[config.mk]
export PLATFORM = sky130hd
export DESIGN_NAME = addsub_pipe
export DESIGN_NICKNAME = d
export VERILOG_FILES = /design/src/rtl/addsub_pkg.sv /design/src/rtl/addsub_seg.sv /design/src/rtl/full_adder.sv /design/src/rtl/addsub_pipe.sv
export SDC_FILE = /design/constraint.sdc
export NUM_CORES = 1
export LEC_CHECK = 0
export BUFFER_PORTS_ARGS = -buffer_cell sky130_fd_sc_hd__buf_2
export CORE_MARGIN = 2
export CORE_UTILIZATION = 52
export CTS_BUF_LIST = sky130_fd_sc_hd__clkbuf_16
export CTS_CLUSTER_DIAMETER = 200
export DETAILED_ROUTE_END_ITERATION = 10
export GPL_ROUTABILITY_DRIVEN = 0
export MAX_ROUTING_LAYER = met4
export PLACE_DENSITY_LB_ADDON = 0.1
export RECOVER_POWER = 50
export SLEW_MARGIN = 30
export SYNTH_ARGS = -nofsm -noshare
export SYNTH_HDL_FRONTEND = slang
export SYNTH_SLANG_ARGS = --single-unit
[constraint.sdc]
create_clock -name clk_i -period 4.55 [get_ports clk_i]
set_input_delay 0 -clock clk_i [delete_from_list [all_inputs] [get_ports clk_i]]
set_output_delay 0 -clock clk_i [all_outputs]
set_load 0.01 [all_outputs]
[src/rtl/addsub_pkg.sv]
// Shared types and elaboration helpers for the pipelined adder/subtractor.
package addsub_pkg;

  typedef struct packed {
    logic c;
    logic v;
    logic z;
    logic n;
  } addsub_flags_t;

  function automatic int unsigned seg_w(input int unsigned width, input int unsigned stages);
    return width / stages;
  endfunction

  // Legal when the carry chain splits into equal, non-empty segments.
  function automatic bit cfg_ok(input int unsigned width, input int unsigned stages);
    return (stages != 0) && (width >= stages) && ((width % stages) == 0);
  endfunction

endpackage

[src/rtl/addsub_seg.sv]
// Combinational SEG_W-bit ripple-carry segment built from full_adder cells.
module addsub_seg #(
  parameter int unsigned SEG_W = 8
) (
  input  logic [SEG_W-1:0] a_i,
  input  logic [SEG_W-1:0] b_i,
  input  logic             ci_i,
  output logic [SEG_W-1:0] s_o,
  output logic             co_o
);

  // Each bit owns its carry net so the chain is never a self-referencing vector.
  for (genvar i = 0; i < SEG_W; i++) begin : g_bit
    logic ci;
    logic co;

    if (i == 0) begin : g_first
      assign ci = ci_i;
    end else begin : g_chain
      assign ci = g_bit[i-1].co;
    end

    full_adder u_fa (
      .a_i  (a_i[i]),
      .b_i  (b_i[i]),
      .ci_i (ci),
      .s_o  (s_o[i]),
      .co_o (co)
    );
  end

  assign co_o = g_bit[SEG_W-1].co;

endmodule

[src/rtl/full_adder.sv]
// One-bit full adder cell, the building block of every ripple segment.
module full_adder (
  input  logic a_i,
  input  logic b_i,
  input  logic ci_i,
  output logic s_o,
  output logic co_o
);

  logic p;

  assign p    = a_i ^ b_i;
  assign s_o  = p ^ ci_i;
  assign co_o = (a_i & b_i) | (ci_i & p);

endmodule

[src/rtl/addsub_pipe.sv]
// Pipelined adder/subtractor: one ripple segment per register stage, valid/ready
// handshake with per-stage backpressure, flags produced alongside the last segment.
module addsub_pipe
  import addsub_pkg::*;
#(
  parameter int unsigned WIDTH  = 32,
  parameter int unsigned STAGES = 4,
  parameter int unsigned TAG_W  = 4
) (
  input  logic             clk_i,
  input  logic             rst_i,
  input  logic             valid_i,
  output logic             ready_o,
  input  logic [WIDTH-1:0] a_i,
  input  logic [WIDTH-1:0] b_i,
  input  logic             sub_i,
  input  logic [TAG_W-1:0] tag_i,
  output logic             valid_o,
  input  logic             ready_i,
  output logic [WIDTH-1:0] s_o,
  output logic             c_o,
  output logic             v_o,
  output logic             z_o,
  output logic             n_o,
  output logic [TAG_W-1:0] tag_o
);

  localparam int unsigned SEG_W = seg_w(WIDTH, STAGES);
  localparam int unsigned LAST  = STAGES - 1;

  if (!cfg_ok(WIDTH, STAGES)) begin : g_bad_cfg
    $error("addsub_pipe: WIDTH must be a non-zero multiple of STAGES");
  end

  logic [STAGES-1:0] vld_q;
  logic [STAGES-1:0] vld_d;
  logic [STAGES-1:0] adv;
  logic [STAGES-1:0] up_adv;

  logic [WIDTH-1:0]  a_q   [STAGES];
  logic [WIDTH-1:0]  bx_q  [STAGES];
  logic [WIDTH-1:0]  s_q   [STAGES];
  logic              c_q   [STAGES];
  logic [TAG_W-1:0]  tag_q [STAGES];
  addsub_flags_t     flags_q;
  addsub_flags_t     flags_d;

  logic [WIDTH-1:0]  a_in   [STAGES];
  logic [WIDTH-1:0]  bx_in  [STAGES];
  logic [WIDTH-1:0]  s_in   [STAGES];
  logic [WIDTH-1:0]  s_nxt  [STAGES];
  logic              c_in   [STAGES];
  logic [TAG_W-1:0]  tag_in [STAGES];

  logic [STAGES-1:0][SEG_W-1:0] seg_s;
  logic [STAGES-1:0]            seg_co;

  // Advance terms resolve from the output back towards the input, so an empty
  // slot anywhere downstream lets the stages behind it keep moving.
  always_comb begin
    logic go;
    adv       = '0;
    up_adv    = '0;
    vld_d     = vld_q;
    go        = vld_q[LAST] & ready_i;
    adv[LAST] = go;
    for (int k = int'(STAGES) - 2; k >= 0; k--) begin
      go     = vld_q[k] & (~vld_q[k+1] | go);
      adv[k] = go;
    end
    ready_o   = ~vld_q[0] | adv[0];
    up_adv[0] = valid_i & ready_o;
    for (int k = 1; k < int'(STAGES); k++) begin
      up_adv[k] = adv[k-1];
    end
    for (int k = 0; k < int'(STAGES); k++) begin
      if (~vld_q[k] | adv[k]) begin
        vld_d[k] = up_adv[k];
      end
    end
  end

  // Stage 0 conditions the operands; later stages consume the upstream register.
  always_comb begin
    a_in[0]   = a_i;
    bx_in[0]  = sub_i ? ~b_i : b_i;
    s_in[0]   = '0;
    c_in[0]   = sub_i;
    tag_in[0] = tag_i;
    for (int k = 1; k < int'(STAGES); k++) begin
      a_in[k]   = a_q[k-1];
      bx_in[k]  = bx_q[k-1];
      s_in[k]   = s_q[k-1];
      c_in[k]   = c_q[k-1];
      tag_in[k] = tag_q[k-1];
    end
  end

  for (genvar k = 0; k < STAGES; k++) begin : g_seg
    addsub_seg #(
      .SEG_W (SEG_W)
    ) u_seg (
      .a_i  (a_in[k][k*SEG_W +: SEG_W]),
      .b_i  (bx_in[k][k*SEG_W +: SEG_W]),
      .ci_i (c_in[k]),
      .s_o  (seg_s[k]),
      .co_o (seg_co[k])
    );
  end

  always_comb begin
    for (int k = 0; k < int'(STAGES); k++) begin
      s_nxt[k]                    = s_in[k];
      s_nxt[k][k*SEG_W +: SEG_W] = seg_s[k];
    end
    flags_d.c = seg_co[LAST];
    flags_d.z = (s_nxt[LAST] == '0);
    flags_d.n = s_nxt[LAST][WIDTH-1];
    flags_d.v = (a_in[LAST][WIDTH-1] == bx_in[LAST][WIDTH-1]) &
                (s_nxt[LAST][WIDTH-1] != a_in[LAST][WIDTH-1]);
  end

  // Payload only moves when an operation advances in, so a stalled stage holds.
  always_ff @(posedge clk_i) begin
    if (rst_i) begin
      vld_q   <= '0;
      flags_q <= '0;
      for (int k = 0; k < int'(STAGES); k++) begin
        a_q[k]   <= '0;
        bx_q[k]  <= '0;
        s_q[k]   <= '0;
        c_q[k]   <= 1'b0;
        tag_q[k] <= '0;
      end
    end else begin
      vld_q <= vld_d;
      for (int k = 0; k < int'(STAGES); k++) begin
        if (up_adv[k]) begin
          a_q[k]   <= a_in[k];
          bx_q[k]  <= bx_in[k];
          s_q[k]   <= s_nxt[k];
          c_q[k]   <= seg_co[k];
          tag_q[k] <= tag_in[k];
        end
      end
      if (up_adv[LAST]) begin
        flags_q <= flags_d;
      end
    end
  end

  assign valid_o = vld_q[LAST];
  assign s_o     = s_q[LAST];
  assign tag_o   = tag_q[LAST];
  assign c_o     = flags_q.c;
  assign v_o     = flags_q.v;
  assign z_o     = flags_q.z;
  assign n_o     = flags_q.n;

endmodule

==> key figures <==
Hold path
  • Class of the tightest hold or removal check: in2reg
  • Hold Crit Depth: 3

Logic synthesis
  • #FFs+latches synth: 203
  • Distinct cells, synth: 34
  • Asr flop ratio synth: 0%
  • Top_reg_cell synth: edfxtp_1
  • Syn avg cell area: 15.5 um^2
  • Ys Warns: 0
  • Cell Area, Synth: 0.00863 mm^2
  • Post-synth EDFFs: 195
  • Synthesized instance count: 558
  • Post-synthesis sequential area ratio: 69.7%
  • Post-synth net total: 663

Routing
  • Iter 0 DRT Violations: 168
  • Vias: 4458
  • Residual DRC: 0
  • Total Wirelength: 13300 um
  • DRT Pass-1 Iters: 4
  • Vias per std cell: 4.59
  • ANT nets after route: 0
  • Wire length per cell: 13.7 um

Floorplanning
  • Placeable Area: 0.0164 mm^2
  • I/O pins: 115
  • Die ar.: 0.0176 mm^2
  • Starting Density: 52.6%
  • Die W: 133 um
  • Placement Rows: 47
  • Die Span Y: 133 um

Pwr
  • Sw frac: 20.5%
  • Power, Total: 0.00414 W
  • Switching pwr: 0.000848 W
  • Combinational power share: 7.9%
  • PwrDens: 391 mW/mm^2
  • Max IR drop VDD: 0.000251 V
  • Cell internal pwr: 0.00329 W
  • Leak Pwr: 4.07 nW
  • Clock Power Share: 38.3%
  • Flop pwr share: 53.8%

Finish
  • N_diodes: 0
  • Non-filler instance count after layout: 972
  • Fin area: 0.0106 mm^2
  • Most common cell after layout, fill and taps aside: edfxtp_1
  • Fillcell total: 1225
  • Layout cell share with drive strength beyond 1: 15.2%
  • Fin nets: 843
  • Area growth, synth to finish: 22.8%
  • Most frequent cells in the layout: 195 x edfxtp_1, 89 x and2_1, 73 x buf_2

STA
  • Min cycle time layout: 4.35 ns
  • Final Setup Violations: 0
  • Final hold viol count: 0
  • Max_slew headroom: -50.9%
  • Least-Margin Pin Slew: 2.26 ns
  • Fin. max-slew vios: 125
  • Setup Skew: 0.0112 ns
  • Setup TNS: 0 ns
  • Worst hold slack: 0.00571 ns
  • RSZ-0062 raised after global routing: false
  • Max Freq: 230 MHz
  • Period utilization: 95.7%

Place
  • I/O Buffers: 114
  • Placed Area: 0.00943 mm^2
  • Placed cell count: 876
  • Post-DP HPWL: 9140 um

Critical path
  • Data arrival time of the worst path: 4.72 ns
  • Reg2reg path depth: 14
  • Cell family with most CP delay: adder cells
  • CP most frequent cell: fa_1
  • CP Class: reg2reg
  • CP max FO: 2
  • Startpoint Class: register
  • Critical path buffers and inverters: 3
  • Max incr delay on CP: 0.44 ns
  • Slowest CP cell: fa_1
  • Worst Path Required: 4.92 ns
  • Reg2reg setup slack: 0.20 ns
  • Cell count along the critical path: 14
  • CP endpoint kind: register
  • Crit-path cells: fa_2 -> fa_2 -> fa_2 -> fa_1 -> inv_1 -> fa_1 -> inv_1 -> fa_1 -> fa_1 -> inv_1 -> fa_1 -> nor4b_1 -> and4_1 -> a32o_1

CTS
  • Htree depth: 1
  • Clock root buffer: clkbuf_16
  • Worst skew pair latency: 0.48 ns
  • Clock Sinks: 203
  • CTS tree: yes
  • Clock transition at path regs: 0.06 ns
  • Post-CTS Setup Inserts: 0
  • CTS Buf Count: 20
  • CTS Buffer Depth: 3

Global route
  • Overall Global Routing Usage: 16.3%
  • Vias in the first global route: 4543
  • Grt total ovfl: 0
  • Initial antenna violation count: 0
  • Largest net degree at the start of global routing: 46
  • First-pass GRT wire length: 22200 um

Job
  • Max-cap viol count: 5

Outcome
  • Status: finished with violations
  • Failing checks: max-capacitance violations, max-slew violations
-- final timing paths --
kind,startpoint,end
setup / recovery,a_q[0][88]$_SDFFCE_PN0P_,z_o$_SDFFE_PP0P_
setup reg to reg,a_q[0][88]$_SDFFCE_PN0P_,z_o$_SDFFE_PP0P_
hold reg to reg,c_o$_SDFFE_PP0P_,c_o$_SDFFE_PP0P_
hold / removal,a_i[7],c_q[0][0]$_SDFFCE_PN0P_
-- sequential cells by signal, summed over array words and instances (netlist names) --
signal	flops
a_q	48
bx_q	48
c_o	1
c_q	3
n_o	1
s_q	80
tag_q	16
v_o	1
vld_q	4
z_o	1
-- tightest hold or removal path, stage by stage --
cell	delay, ns
buf_2	0.10
fa_1	0.16
and2_1	0.11
-- logic make-up after synthesis --
kind of cell               after synthesis  share of synthesized area, %
AOI/OAI and AO/OA                       12                          1.20
xor gates and xnor gates                33                          3.35
DFF                                    203                          69.7
buffers and inverters                   57                          2.93
and+or+nand+nor                        220                          15.4
adders and majority gates               32                          7.34
muxes                                    1                         0.116
-- cell usage after synthesis (all sizes together), types with 3 or more instances --
cell	instances	area share, %
nor4	12	0.87
edfxtp	195	68
clkbuf	17	0.78
inv	32	1.4
dfxtp	8	1.9
nor2	38	1.7
a21oi	3	0.17
fa	31	7.2
and2	156	11
xnor2	31	3.1
buf	8	0.75
-- what timing repair did --
item                       4_1_cts  5_1_grt
hold buffers                    58        0
setup endpoints to repair        2        2
resized for setup                1        2
hold endpoints to repair        57        0
-- power by group through the flow --
stage	clock network, W	registers, W	logic, W
2_1_floorplan	0	0.00226	0.000179
3_3_place_gp	0	0.00226	0.000286
3_5_place_dp	0	0.00226	0.000296
4_1_cts	0.00163	0.00222	0.000336
5_1_grt	0.00170	0.00224	0.000376
6_report	0.00159	0.00222	0.000328
-- per-stage QoR --
step / util (%) / setup WS, ns
2_1_floorplan: - / 0.114
5_1_grt: 64.6 / 0.00490
3_3_place_gp: 57.3 / 0.0840
6_report: 64.6 / 0.195
4_1_cts: 65.0 / 0.0358
3_5_place_dp: 57.5 / 0.0166
-- metal layers --
metal  up-vias  routed length [um]  GRT usage [%]
met4         0                 276           5.44
met5         -                   0              -
met3        25                 593           2.76
met2       110                6160           25.0
li1       2259                   -              -
met1      2064                6250           22.4
-- cell type report --
type	instances	area, um^2	share of cell area, %
multi-input cells	298	2340	22.1
well taps	220	275	2.60
inverters	32	120	1.13
clock buffers	21	526	4.96
flip-flops and latches	203	6020	56.8
clock inverters	15	121	1.15
repair buffers	183	1200	11.3
Power figures use the tool's default switching activity.
